===== src/rtl/pipeline_adder_arbiter_if.sv =====
// Requester and adder handshake bundle for pipeline_adder_arbiter; slave = arbiter side.
interface pipeline_adder_arbiter_if #(
   parameter int REQ_CNT        = 4,
   parameter int NUMBERS_AMOUNT = 8,
   parameter int NUMBER_WIDTH   = 4
);
   localparam int SUM_WIDTH = NUMBER_WIDTH + $clog2(NUMBERS_AMOUNT);

   logic [REQ_CNT*NUMBERS_AMOUNT*NUMBER_WIDTH-1:0] req_data_i;
   logic [REQ_CNT-1:0]                             req_valid_i;
   logic [REQ_CNT-1:0]                             req_ready_o;
   logic [SUM_WIDTH-1:0]                           res_data_o;
   logic [REQ_CNT-1:0]                             res_valid_o;
   logic [REQ_CNT-1:0]                             res_ready_i;
   logic [NUMBERS_AMOUNT*NUMBER_WIDTH-1:0]         adder_data_o;
   logic                                           adder_valid_o;
   logic                                           adder_ready_i;
   logic [SUM_WIDTH-1:0]                           adder_sum_i;
   logic                                           adder_valid_i;
   logic                                           adder_ready_o;
   logic                                           err_o;

   modport slave (
      input  req_data_i, req_valid_i, res_ready_i, adder_ready_i, adder_sum_i, adder_valid_i,
      output req_ready_o, res_data_o, res_valid_o, adder_data_o, adder_valid_o, adder_ready_o, err_o
   );

   modport master (
      output req_data_i, req_valid_i, res_ready_i, adder_ready_i, adder_sum_i, adder_valid_i,
      input  req_ready_o, res_data_o, res_valid_o, adder_data_o, adder_valid_o, adder_ready_o, err_o
   );
endinterface


===== src/rtl/pipeline_adder_arbiter.sv =====
// Round-robin sharing of one pipeline_adder; grant -> adder_valid_o next cycle, results routed combinationally.
// Backpressure: grants stall on a busy output stage or MAX_INFLIGHT tags outstanding; adder_ready_o follows the owner.
// Optional per-requester grant counters under PIPELINE_ADDER_ARB_STATS_EN.
module pipeline_adder_arbiter #(
   parameter int REQ_CNT        = 4,
   parameter int NUMBERS_AMOUNT = 8,
   parameter int NUMBER_WIDTH   = 4,
   parameter int MAX_INFLIGHT   = 8
) (
   input  logic                     clk_i,
   input  logic                     rst_i,
   pipeline_adder_arbiter_if.slave  bus
`ifdef PIPELINE_ADDER_ARB_STATS_EN
   ,
   output logic [REQ_CNT*16-1:0]    stats_grant_cnt_o
`endif
);
   localparam int SUM_WIDTH = NUMBER_WIDTH + $clog2(NUMBERS_AMOUNT);
   localparam int VEC_W     = NUMBERS_AMOUNT * NUMBER_WIDTH;
   localparam int TAG_W     = $clog2(REQ_CNT);
   localparam int PTR_W     = $clog2(MAX_INFLIGHT);
   localparam int CNT_W     = PTR_W + 1;

   logic               adder_valid_q, adder_valid_d;
   logic [VEC_W-1:0]   adder_data_q, adder_data_d;
   logic [TAG_W-1:0]   last_grant_q, last_grant_d;
   logic [PTR_W-1:0]   rd_ptr_q, rd_ptr_d;
   logic [PTR_W-1:0]   wr_ptr_q, wr_ptr_d;
   logic [CNT_W-1:0]   cnt_q, cnt_d;
   logic               err_q, err_d;
   logic [TAG_W-1:0]   tag_mem_q [MAX_INFLIGHT];
   logic [TAG_W-1:0]   tag_mem_d [MAX_INFLIGHT];

   logic               fifo_empty;
   logic [TAG_W-1:0]   head_tag;
   logic               route_vld;
   logic               drop;
   logic               pop;
   logic               stage_free;
   logic               credit_ok;
   logic               grant_found;
   logic               grant;
   logic [TAG_W-1:0]   grant_idx;
   int                 cand;

   always_comb begin
      fifo_empty  = (cnt_q == '0);
      head_tag    = tag_mem_q[rd_ptr_q];
      route_vld   = !rst_i && bus.adder_valid_i && !fifo_empty;
      // A result with no outstanding tag has no owner: accept and discard it.
      drop        = !rst_i && bus.adder_valid_i && fifo_empty;
      pop         = route_vld && bus.res_ready_i[head_tag];
      stage_free  = !adder_valid_q || bus.adder_ready_i;
      credit_ok   = (cnt_q < CNT_W'(MAX_INFLIGHT)) || pop;

      grant_found = 1'b0;
      grant_idx   = '0;
      cand        = 0;
      for (int i = 1; i <= REQ_CNT; i++) begin
         cand = int'(last_grant_q) + i;
         if (cand >= REQ_CNT) cand = cand - REQ_CNT;
         if (!grant_found && bus.req_valid_i[cand]) begin
            grant_found = 1'b1;
            grant_idx   = TAG_W'(cand);
         end
      end
      grant = !rst_i && stage_free && credit_ok && grant_found;

      bus.req_ready_o   = grant ? (REQ_CNT'(1) << grant_idx) : '0;
      bus.res_valid_o   = route_vld ? (REQ_CNT'(1) << head_tag) : '0;
      bus.res_data_o    = route_vld ? bus.adder_sum_i : '0;
      bus.adder_ready_o = pop || drop;
      bus.adder_valid_o = adder_valid_q;
      bus.adder_data_o  = adder_data_q;
      bus.err_o         = err_q;

      adder_valid_d = adder_valid_q;
      adder_data_d  = adder_data_q;
      if (grant) begin
         adder_valid_d = 1'b1;
         adder_data_d  = bus.req_data_i[int'(grant_idx)*VEC_W +: VEC_W];
      end else if (stage_free) begin
         adder_valid_d = 1'b0;
      end

      tag_mem_d = tag_mem_q;
      if (grant) tag_mem_d[wr_ptr_q] = grant_idx;
      wr_ptr_d     = wr_ptr_q + PTR_W'(grant);
      rd_ptr_d     = rd_ptr_q + PTR_W'(pop);
      last_grant_d = grant ? grant_idx : last_grant_q;
      err_d        = err_q || drop;

      // In-flight count tracks the tag FIFO occupancy, output stage included.
      cnt_d = cnt_q;
      if (grant && !pop)      cnt_d = cnt_q + CNT_W'(1);
      else if (!grant && pop) cnt_d = cnt_q - CNT_W'(1);
   end

   always_ff @(posedge clk_i) begin
      if (rst_i) begin
         adder_valid_q <= 1'b0;
         adder_data_q  <= '0;
         last_grant_q  <= TAG_W'(REQ_CNT - 1);
         rd_ptr_q      <= '0;
         wr_ptr_q      <= '0;
         cnt_q         <= '0;
         err_q         <= 1'b0;
      end else begin
         adder_valid_q <= adder_valid_d;
         adder_data_q  <= adder_data_d;
         last_grant_q  <= last_grant_d;
         rd_ptr_q      <= rd_ptr_d;
         wr_ptr_q      <= wr_ptr_d;
         cnt_q         <= cnt_d;
         err_q         <= err_d;
      end
   end

   // Tag storage needs no reset: entries are only read between matching pointers.
   always_ff @(posedge clk_i) begin
      tag_mem_q <= tag_mem_d;
   end

`ifdef PIPELINE_ADDER_ARB_STATS_EN
   logic [15:0] stats_q [REQ_CNT];
   logic [15:0] stats_d [REQ_CNT];

   always_comb begin
      for (int r = 0; r < REQ_CNT; r++) begin
         stats_d[r] = stats_q[r];
         if (grant && (int'(grant_idx) == r)) stats_d[r] = stats_q[r] + 16'd1;
         stats_grant_cnt_o[r*16 +: 16] = stats_q[r];
      end
   end

   always_ff @(posedge clk_i) begin
      for (int r = 0; r < REQ_CNT; r++) begin
         if (rst_i) stats_q[r] <= '0;
         else       stats_q[r] <= stats_d[r];
      end
   end
`endif
endmodule


===== src/flat_wrapper.sv =====
// flat-port wrapper written by rule: the top's interface ports become plain ports
module pipeline_adder_arbiter_flat 
#(
   parameter int REQ_CNT        = 4,
   parameter int NUMBERS_AMOUNT = 8,
   parameter int NUMBER_WIDTH   = 4,
   parameter int MAX_INFLIGHT   = 8
)
  (clk_i, rst_i, bus_req_data_i, bus_req_valid_i, bus_res_ready_i, bus_adder_ready_i, bus_adder_sum_i, bus_adder_valid_i, bus_req_ready_o, bus_res_data_o, bus_res_valid_o, bus_adder_data_o, bus_adder_valid_o, bus_adder_ready_o, bus_err_o);
  pipeline_adder_arbiter_if #(.REQ_CNT(REQ_CNT), .NUMBERS_AMOUNT(NUMBERS_AMOUNT), .NUMBER_WIDTH(NUMBER_WIDTH)) bus_i ();
  input  logic clk_i;
  input  logic rst_i;
  input wire logic [$bits(bus_i.req_data_i)-1:0] bus_req_data_i;
  input wire logic [$bits(bus_i.req_valid_i)-1:0] bus_req_valid_i;
  input wire logic [$bits(bus_i.res_ready_i)-1:0] bus_res_ready_i;
  input wire logic [$bits(bus_i.adder_ready_i)-1:0] bus_adder_ready_i;
  input wire logic [$bits(bus_i.adder_sum_i)-1:0] bus_adder_sum_i;
  input wire logic [$bits(bus_i.adder_valid_i)-1:0] bus_adder_valid_i;
  output wire logic [$bits(bus_i.req_ready_o)-1:0] bus_req_ready_o;
  output wire logic [$bits(bus_i.res_data_o)-1:0] bus_res_data_o;
  output wire logic [$bits(bus_i.res_valid_o)-1:0] bus_res_valid_o;
  output wire logic [$bits(bus_i.adder_data_o)-1:0] bus_adder_data_o;
  output wire logic [$bits(bus_i.adder_valid_o)-1:0] bus_adder_valid_o;
  output wire logic [$bits(bus_i.adder_ready_o)-1:0] bus_adder_ready_o;
  output wire logic [$bits(bus_i.err_o)-1:0] bus_err_o;
  assign bus_i.req_data_i = bus_req_data_i;
  assign bus_i.req_valid_i = bus_req_valid_i;
  assign bus_i.res_ready_i = bus_res_ready_i;
  assign bus_i.adder_ready_i = bus_adder_ready_i;
  assign bus_i.adder_sum_i = bus_adder_sum_i;
  assign bus_i.adder_valid_i = bus_adder_valid_i;
  assign bus_req_ready_o = bus_i.req_ready_o;
  assign bus_res_data_o = bus_i.res_data_o;
  assign bus_res_valid_o = bus_i.res_valid_o;
  assign bus_adder_data_o = bus_i.adder_data_o;
  assign bus_adder_valid_o = bus_i.adder_valid_o;
  assign bus_adder_ready_o = bus_i.adder_ready_o;
  assign bus_err_o = bus_i.err_o;
  pipeline_adder_arbiter #(.REQ_CNT(REQ_CNT), .NUMBERS_AMOUNT(NUMBERS_AMOUNT), .NUMBER_WIDTH(NUMBER_WIDTH), .MAX_INFLIGHT(MAX_INFLIGHT)) u_core (.clk_i(clk_i), .rst_i(rst_i), .bus(bus_i));
endmodule

===== config.mk =====
export PLATFORM = sky130hd
export DESIGN_NAME = pipeline_adder_arbiter_flat
export DESIGN_NICKNAME = d
export VERILOG_FILES = /design/src/rtl/pipeline_adder_arbiter_if.sv /design/src/rtl/pipeline_adder_arbiter.sv /design/src/flat_wrapper.sv
export SDC_FILE = /design/constraint.sdc
export NUM_CORES = 1
export LEC_CHECK = 0
export ABC_AREA = 1
export CAP_MARGIN = 20
export CORE_ASPECT_RATIO = 2
export CORE_MARGIN = 2
export CORE_UTILIZATION = 47
export CTS_BUF_LIST = sky130_fd_sc_hd__clkbuf_2 sky130_fd_sc_hd__clkbuf_4 sky130_fd_sc_hd__clkbuf_8
export DETAILED_ROUTE_END_ITERATION = 8
export DONT_BUFFER_PORTS = 1
export REMOVE_ABC_BUFFERS = 1
export SLEW_MARGIN = 20
export SYNTH_ARGS = -nofsm -noshare
export SYNTH_HDL_FRONTEND = slang
export SYNTH_SLANG_ARGS = --single-unit

===== constraint.sdc =====
create_clock -name clk_i -period 3.3 [get_ports clk_i]
set_input_delay 0.33 -clock clk_i [delete_from_list [all_inputs] [get_ports clk_i]]
set_output_delay 0.33 -clock clk_i [all_outputs]
set_load 0.01 [all_outputs]

== After elaboration in Yosys (flattened, before gate mapping) ==
Cells that the tools add are included.
Cells by class
  order comparisons: 13
  multiplexer cells: 39
  shift-type cells: 3
  bitwise gates (word level): 2
  add/sub/neg operators: 12
  reduce and logical (&&, ||, !) cells: 28
Operators by type and width (number)
  32-bit by 4-bit >= comparator with 1-bit output, second input constant: 4
  32-bit by 4-bit less-than comparator with 1-bit output, second input constant: 4
  32-bit 2-to-1 mux: 4
  128-bit by 8-bit variable part select with 32-bit output: 1
  32-bit by 4-bit subtractor with 32-bit output, second input constant: 4
  16-bit bitwise mux: 1
  4-bit 2-to-1 mux: 4
  1-bit 2-to-1 mux: 15
  2-bit 2-to-1 mux: 7
  1-bit logical AND: 13
  1-bit binary-select mux with 2-bit select: 5
  4-bit >= comparator, second input constant: 2
  1-bit zero test: 8
  3-bit inverter with 4-bit output: 2
  1-bit by 2-bit << shifter with 4-bit output, first input constant: 2
  7-bit 2-to-1 mux: 1
  2-bit by 2-bit adder with 3-bit output, second input constant: 2
  3-bit by 1-bit adder with 3-bit output: 2
  2-bit binary-select mux with 3-bit select: 1
  2-bit demux with 3-bit select: 1
  2-bit by 3-bit adder with 4-bit output, second input constant: 1
  4-bit by 1-bit adder with 4-bit output, second input constant: 1
  4-bit zero test: 1
  1-bit logical OR: 4
  6 further kinds: 7
Word-level totals
  logic and storage cells: 112
  bits in registers: 62
  bits of input ports: 147

== Longest topological paths before layout ==
Gate-level depths: netlist of run 1.
  depth in word-level cells: 21
  depth in mapped cells: 21
  mapped depth without buffers: 19

== Worst setup path after synthesis of run 1 ==
OpenSTA, ideal clock, no wires.
  path type: reg-to-reg
  from: register u_core.rd_ptr_q[0]
  to: register u_core.cnt_q[3]
  path buffers: 2
  period minus slack after synthesis: 2.849 ns
  slack: 0.451 ns
  data arrival time: 2.778 ns
  cell stages (with the launch flop): 22
  cells stage by stage: dfxtp_1 > buf_6 > inv_4 > nand2_1 > nand3_1 > nand3_1 > nand2_2 > nand2_1 > nand2_1 > nand2_1 > nand2_1 > nand2_2 > a21oi_2 > buf_4 > ha_1 > inv_1 > ha_1 > and3_1 > a211oi_1 > xor2_1 > nand2_1 > a21oi_1
Between the ends
  word-level cells in the longest chain between the ends: 13
  elaborated cells between the ends (all ways): 16
  classes of those cells: 6 x mux; 1 x bitwise; 9 x reduce/logical
RTL lines
  start: declaration: RTL line pipeline_adder_arbiter.sv:27  | logic [PTR_W-1:0] rd_ptr_q, rd_ptr_d;
  start signal: assignment: RTL line pipeline_adder_arbiter.sv:112  | rd_ptr_q <= rd_ptr_d;
  3-bit inverter with 4-bit output (not written as such) (*): RTL line pipeline_adder_arbiter.sv:48  | head_tag = tag_mem_q[rd_ptr_q];
  2-bit binary-select mux with 3-bit select (*): RTL line pipeline_adder_arbiter.sv:48
  2-bit 2-to-1 mux (not written as such) (*) (2 in a row): RTL line pipeline_adder_arbiter.sv:48
  1-bit binary-select mux with 2-bit select (*): RTL line pipeline_adder_arbiter.sv:52  | pop = route_vld && bus.res_ready_i[head_tag];
  1-bit 2-to-1 mux (not written as such) (*): RTL line pipeline_adder_arbiter.sv:52
  1-bit logical AND (*): RTL line pipeline_adder_arbiter.sv:52
  1-bit logical OR: RTL line pipeline_adder_arbiter.sv:54  | credit_ok = (cnt_q < CNT_W'(MAX_INFLIGHT)) || pop;
  1-bit logical AND (2 in a row): RTL line pipeline_adder_arbiter.sv:67  | grant = !rst_i && stage_free && credit_ok && grant_found;
  1-bit zero test: RTL line pipeline_adder_arbiter.sv:96  | else if (!grant && pop) cnt_d = cnt_q - CNT_W'(1);
  1-bit logical AND: RTL line pipeline_adder_arbiter.sv:96
  2-bit nonzero test (no source line)
  end signal: assignment: RTL line pipeline_adder_arbiter.sv:114  | cnt_q <= cnt_d;
  end: declaration: RTL line pipeline_adder_arbiter.sv:29  | logic [CNT_W-1:0] cnt_q, cnt_d;
Every way passes the cells marked *; elsewhere a longest branch is shown, timed or not. The select of a mux whose other input is x is not followed.
A chain may end at the register's enable or synchronous reset.

== Worst setup path after layout of run 1 ==
Ends and elaborated chain as after synthesis.

==> summary.txt, run 1 <==
Critical path
  – Maximum fanout along the worst path: 10
  – Arrival time worst endpoint: roughly 3.2 ns
  – Most used cell along the critical path: nand2_1
  – Crit path capture type: flop
  – Worst Path Required: 3.58 ns
  – CP Launch Type: flop
  – Critical Path, Cell by Cell: nand2_1 -> nand3_1 -> nand3_1 -> nand2_2 -> nand2_1 -> nand2_1 -> nand2_1 -> nand2_1 -> nand2_2 -> a21oi_4 -> ha_1 -> inv_1 -> ha_1 -> and3_1 -> a211oi_1 -> xor2_1 -> nand2_1 -> a21oi_1
  – Critical-path top delay cell: dfxtp_1
  – Setup Crit Path Kind: reg2reg
  – CP peak stage delay: 0.53 ns

Layout
  – Commonest non-fill, non-tap cell in the layout: nand2_1
  – Area Growth Syn to Fin: 3.68%
  – Final Net Count: around 900
  – Most frequent cells in the layout: 268 x nand2_1, 131 x inv_1, 84 x nand3_1
  – Final instance area: around 4900 µm²
  – N_diodes: 0
  – Fraction of layout cells with a size suffix above 1: 5.76%

Routing
  – Starting DRT DRC Count: 160
  – Vias per cell: 5.07
  – DRC: 0
  – Via count: 4,452
  – Final WL: 11,900 µm
  – Drt wl/cell: 13.5 µm
  – Routed Antenna Nets: 0
  – Detailed Routing Iterations Pass 1: 5

GRT
  – Vias in the first global route: 4,171
  – Largest net degree at the start of global routing: 65
  – GR Overflow Total: 0
  – GRT Total Usage: 22.5%
  – First-pass GRT wire length: approximately 19,000 µm
  – Initial antenna violation count: 1

STA
  – Setup TNS: 0 ns
  – Rel. slew slack: 49.4%
  – Fmax: around 340 MHz
  – Final Hold Viols: 0
  – Worst-Margin Slew: 0.756 ns
  – Clock skew: 0.00816 ns
  – Hold Slack: 0.0531 ns
  – Fin worst setup slack: 0.375 ns
  – RSZ-0062 raised after global routing: false
  – Period utilisation layout: between 80% and 90%
  – Min Clock Period, post-route: 2.93 ns
  – Setup violators final: 0
  – Max-slew violation count: 0

Floorplanning
  – Core ar.: 9760 µm²
  – Die Ht: 145 µm
  – Rows: 51
  – Io pins: 197
  – Die X-Extent: 74.7 µm
  – Full die area: 10,900 µm²
  – Starting Density: 48.1%

Pwr
  – Leak pwr: 2.59 nW
  – PwrDens: 1240 nW/µm²
  – VDD IR-drop max: approximately 910 µV

Placement
  – Number of I/O port buffers: 0
  – Pre-CTS setup slack: 0.344 ns
  – Post-place instance area: 4680 µm²
  – Final HPWL DP: 8810 µm
  – Gpl congestion: 0.927

Logic synthesis
  – Avg Inst Size Synth: 6.17 µm²
  – Register area share after synthesis: roughly 30%
  – Synth Warn #: 0
  – Mapped cell area: 4700 µm²
  – Library cells used by synthesis: 31
  – Synthesis-stage register bit count: 62
  – Synth Instances: 761

Clock network
  – Clock Path Buffers: 2
  – CTS tree: built
  – CTS clock-pin slew for the worst setup and hold paths: 0.07 ns
  – Cts bufs inserted: 9
  – Clk_lat worst skew: 0.35 ns
  – Hold buffer count at CTS: 0
  – Clock sink count: 62
  – H-tree levels: 3
  – Root buf cell: clkbuf_8
  – Post-CTS Repair Setup Buffers: 0
  – Post-CTS Resized: 0

Hold path
  – Hold crit path type: in2reg

Outcome
  – Status: complete, no violations

Flow run
  – Max_cap viols: 0
==> final cells by class <==
type	count	area [µm²]
clock buffers	11	139
clock inverters	5	50.0
fillers	1064	4890
inverters	135	512
multi-input cells	522	2520
flip-flops and latches	62	1400
well taps	132	165
repair buffers	11	82.6
==> report_power, final <==
part | total (W) | switching, W | internal (W) | leakage, nW
clock network | 0.000648 | 0.000289 | 0.000359 | 0.0952
registers | 0.00141 | 0.000294 | 0.00112 | 0.527
logic | 0.00396 | 0.00263 | 0.00133 | 1.97
==> state kept, by name (all words and copies together), names as in the netlist <==
signal                    flops
u_core.cnt_q                  4
u_core.tag_mem_q             16
u_core.last_grant_q           2
u_core.bus.adder_valid_o      1
u_core.wr_ptr_q               3
u_core.bus.adder_data_o      32
u_core.bus.err_o              1
u_core.rd_ptr_q               3
==> critical path, delay by kind of cell (launching register included) <==
| family | cells | cell delay [ns] |
|---|---|---|
| buffers and inverters | 1 | 0.09 |
| adders and majority gates | 2 | 0.51 |
| and+or+nand+nor | 11 | 1.07 |
| xor gates and xnor gates | 1 | 0.17 |
| AOI/OAI and AO/OA | 3 | 0.47 |
| DFF | 1 | 0.53 |
==> metal layers <==
layer | track usage [%] | up-vias | wire length [µm] | share of wire, %
li1 | - | 2280 | - | -
met1 | 23.3 | 1957 | 4300 | 36
met2 | 40.0 | 172 | 6320 | 53
met3 | 5.47 | 41 | 761 | 6.4
met4 | 11.8 | 2 | 501 | 4.2
met5 | 0 | - | 13 | 0.11
==> cells by family (layout without fill, tap and decap cells) <==
logic type	count (synthesis)	after routing	synth area share, %
AO/OA/AOI/OAI	11	11	1.63
buffers and inverters	177	162	16.9
adder cells (fa/ha/maj)	8	8	2.29
AND/OR/NAND/NOR	497	497	48.2
XOR/XNOR	6	6	1.12
flip-flops	62	62	29.8
==> through the flow <==
step	utilization, %	instances	power [W]
after floorplan	-	719	0.00438
after global placement	47.9	862	0.00536
after detailed placement	47.9	862	0.00544
after CTS	49.9	878	0.00610
after global routing	49.9	878	0.00678
final	49.9	878	0.00602
==> cell usage after synthesis (all sizes together) <==
library cell / count / area, µm²
xnor2: 2 / 17.5
fa: 1 / 20.0
a211oi: 1 / 7.51
nand2: 276 / 1050
o21ai: 6 / 33.8
clkbuf: 6 / 22.5
buf: 36 / 259
a21oi: 4 / 35.0
inv: 135 / 512
nand3b: 64 / 480
nor2: 57 / 224
edfxtp: 16 / 480
nor4: 1 / 6.26
ha: 7 / 87.6
and3: 1 / 6.26
dfxtp: 46 / 921
xor2: 4 / 35.0
nor3: 13 / 65.1
nand3: 85 / 430
==> final timing paths <==
path,from,to,slack [ns],cells after the start
worst min-delay path,rst_i,u_core.wr_ptr_q[0]$_SDFF_PP0_,0.05,1
worst min register to register,u_core.bus.err_o$_SDFF_PP0_,u_core.bus.err_o$_SDFF_PP0_,0.50,2
worst max register to register,u_core.rd_ptr_q[0]$_SDFF_PP0_,u_core.cnt_q[3]$_SDFFE_PP0P_,0.37,18
worst max-delay path,u_core.rd_ptr_q[0]$_SDFF_PP0_,u_core.cnt_q[3]$_SDFFE_PP0P_,0.37,18
Power figures use the tool's default switching activity.
==> run 2, diff against run 1 <==
--- a/config.mk
+++ b/config.mk
@@ -8,12 +8,12 @@
 export ABC_AREA = 1
 export CAP_MARGIN = 20
 export CORE_ASPECT_RATIO = 2
-export CORE_MARGIN = 2
 export CORE_UTILIZATION = 47
 export CTS_BUF_LIST = sky130_fd_sc_hd__clkbuf_2 sky130_fd_sc_hd__clkbuf_4 sky130_fd_sc_hd__clkbuf_8
 export DETAILED_ROUTE_END_ITERATION = 8
 export DONT_BUFFER_PORTS = 1
 export REMOVE_ABC_BUFFERS = 1
+export SETUP_SLACK_MARGIN = 0.5
 export SLEW_MARGIN = 20
 export SYNTH_ARGS = -nofsm -noshare
 export SYNTH_HDL_FRONTEND = slang
==> summary.txt, run 2 (synthesized netlist as in run 1, its figures left out) <==
Pwr
  – PwrDens: 1280 nW/µm² (+3.1%)
  – Net load switching power: 0.00330 W (+2.5%)
  – Clock power frac: 13.1% (+2.3 points)
  – VDD IR-drop max: 776 µV (-15%)
  – Sw Ratio: 51.9% (-1.4 points)
  – Combinational group share of total power: 64.6% (-1.2 points)
  – Sequential power share: 22.3% (-1.1 points)
  – Internal power: 0.00305 W (+8.6%)
  – Leak pwr: 2.64 nW (+1.8%)

Floorplanning
  – Full die area: 10,400 µm² (-4.0%)
  – Starting Density: 48.4% (+0.32 points)
  – Rows: 51 (unchanged)
  – Core ar.: 9700 µm² (-0.65%)
  – Io pins: 197 (unchanged)
  – Die X-Extent: 72.7 µm (-2.7%)
  – Die Ht: 143 µm (-1.4%)

Routing
  – Routed Antenna Nets: 0 (unchanged)
  – Final WL: 11,800 µm (-0.59%)
  – Detailed Routing Iterations Pass 1: 4 (-1)
  – Vias per cell: 5.06 (-0.18%)
  – DRC: 0 (unchanged)
  – Drt wl/cell: 13.5 µm (-0.59%)
  – Starting DRT DRC Count: 196 (+23%)
  – Via count: 4,444 (-0.18%)

GRT
  – Initial antenna violation count: 0 (-1)
  – Largest net degree at the start of global routing: 65 (unchanged)
  – Vias in the first global route: 4,153 (-0.43%)
  – GRT Total Usage: 23.4% (+0.85 points)
  – First-pass GRT wire length: 18,900 µm (-0.94%)
  – GR Overflow Total: 0 (unchanged)

Placement
  – Gpl congestion: 0.844 (-9.0%)
  – Pre-CTS setup slack: 0.381 ns (+0.0371 ns)
  – Number of I/O port buffers: 0 (unchanged)
  – Post-place instance area: 4690 µm² (+0.11%)
  – Dpl cells: 862 (unchanged)
  – Final HPWL DP: 8610 µm (-2.2%)

STA
  – Max-slew violation count: 0 (unchanged)
  – Fmax: 380 MHz (+11%)
  – Fin worst setup slack: 0.669 ns (+0.294 ns)
  – Min Clock Period, post-route: 2.63 ns (-0.294 ns)
  – Rel. slew slack: 55.8% (+6.4 points)
  – Setup violators final: 0 (unchanged)
  – Period utilisation layout: 79.7% (-8.9 points)
  – Clock skew: 0.00868 ns (+0.000514 ns)
  – Worst-Margin Slew: 0.662 ns (-0.0938 ns)
  – RSZ-0062 raised after global routing: true
  – Hold Slack: 0.0446 ns (-0.00851 ns)
  – Final Hold Viols: 0 (unchanged)

Layout
  – Final instance area: 4970 µm² (+2.2%)
  – Number of flip-flops in the largest register: 32 (unchanged)
  – Util after Layout: 51.3% (+1.4 points)
  – Most frequent cells in the layout: 268 x nand2_1, 130 x inv_1, 83 x nand3_1
  – Fraction of layout cells with a size suffix above 1: 7.10% (+1.3 points)
  – Commonest non-fill, non-tap cell in the layout: nand2_1
  – N_diodes: 0 (unchanged)
  – Non-filler instance count after layout: 878 (unchanged)
  – Final Net Count: 896 (unchanged)
  – Area Growth Syn to Fin: 5.91%

Critical path
  – CP Launch Point: u_core.rd_ptr_q[0]$_SDFF_PP0_
  – Worst R2R End: u_core.cnt_q[3]$_SDFFE_PP0P_
  – Crit path capture type: flop
  – Arrival time worst endpoint: 2.91 ns (-0.29 ns)
  – Critical-path top delay cell: dfxtp_4
  – CP Launch Type: flop
  – Most used cell along the critical path: nand2_1
  – Setup Crit Path Kind: reg2reg
  – Reg2Reg Setup Slack: 0.67 ns (+0.29 ns)
  – Critical Path, Cell by Cell: inv_4 -> nand2_1 -> nand3_1 -> nand3_1 -> nand2_2 -> nand2_1 -> nand2_1 -> nand2_1 -> nand2_1 -> nand2_4 -> a21oi_4 -> ha_2 -> inv_2 -> ha_1 -> and3_1 -> a211oi_2 -> xor2_1 -> nand2_1 -> a21oi_1
  – Maximum fanout along the worst path: 10 (unchanged)
  – CP endpoint: u_core.cnt_q[3]$_SDFFE_PP0P_
  – Reg2Reg Depth: 19 (+1)
  – CP peak stage delay: 0.38 ns (-0.15 ns)
  – Origin of the critical flop-to-flop path: u_core.rd_ptr_q[0]$_SDFF_PP0_
  – Worst Path Required: 3.58 ns (about the same)

Clock network
  – Cts bufs inserted: 9 (unchanged)
  – Clock sink count: 62 (unchanged)
  – Root buf cell: clkbuf_8
  – Clock Path Buffers: 2 (unchanged)
  – CTS tree: built
  – H-tree levels: 3 (unchanged)
  – Clk_lat worst skew: 0.35 ns (about the same)
  – CTS clock-pin slew for the worst setup and hold paths: 0.07 ns (about the same)
  – Post-CTS Repair Setup Buffers: 0 (unchanged)

Hold path
  – Hold crit path type: in2reg

Outcome
  – Status: complete, no violations

Flow run
  – Max_cap viols: 0 (unchanged)
run 2: cell types whose count changed in the layout (fill, tap and decap cells not counted), sizes merged:
| cell | previous run | this run |
|---|---|---|
| bufinv | 1 | 3 |
| clkinvlp | 1 | 0 |
| clkbuf | 11 | 12 |
| clkinv | 3 | 1 |
run 2: worst min-delay path by stage:
stage / start / end / slack, ns / cells after the start
6_report: rst_i / u_core.rd_ptr_q[0]$_SDFF_PP0_ / 0.04 / 1
5_1_grt: rst_i / u_core.rd_ptr_q[1]$_SDFF_PP0_ / 0.02 / 1
4_1_cts: rst_i / u_core.rd_ptr_q[0]$_SDFF_PP0_ / 0.03 / 1
3_5_place_dp: rst_i / u_core.wr_ptr_q[0]$_SDFF_PP0_ / 0.41 / 1
3_3_place_gp: rst_i / u_core.rd_ptr_q[1]$_SDFF_PP0_ / 0.41 / 1
2_1_floorplan: rst_i / u_core.cnt_q[3]$_SDFFE_PP0P_ / 0.40 / 1
run 2: stage by stage:
step | total power [W] | TNS [ns]
2_1_floorplan | 0.00438 | -3.70
3_3_place_gp | 0.00537 | 0
3_5_place_dp | 0.00553 | 0
4_1_cts | 0.00638 | 0
5_1_grt | 0.00708 | 0
6_report | 0.00635 | 0
run 2: worst max-delay path, delay by kind of cell, from the launching register on:
kind | cells | cell delay (ns)
fa+ha+maj | 2 | 0.48
xor+xnor | 1 | 0.16
buf+inv | 2 | 0.15
flops | 1 | 0.38
compound gates | 3 | 0.42
simple gates | 11 | 0.96
run 2: what timing repair did:
item,in CTS,in global routing
hold endpoints to repair,0,0
hold buffers,0,0
pin swaps,0,2
resized for setup,3,8
setup endpoints to repair,2,4
run 2: power by group through the flow:
stage	Combinational (W)	Sequential, W	Clock (W)
6_report	0.00410	0.00142	0.000834
5_1_grt	0.00475	0.00144	0.000881
4_1_cts	0.00411	0.00141	0.000853
3_5_place_dp	0.00410	0.00143	0
3_3_place_gp	0.00394	0.00143	0
2_1_floorplan	0.00303	0.00135	0
run 2: layer usage:
layer  vias up  wire, µm  GRT usage, %
li1       2281         -             -
met1      1974      4300          23.8
met2       165      6590          44.5
met3        24       672          5.05
met4         0       258          9.60
met5         -         0             0
run 2: layout make-up:
class	count	area [µm²]
tap	132	165
multi-input combinational	522	2550
inverter	135	512
clock inverter	4	95.1
timing repair buffer	11	95.1
fill	1020	4720
clock buffer	12	153
sequential	62	1410
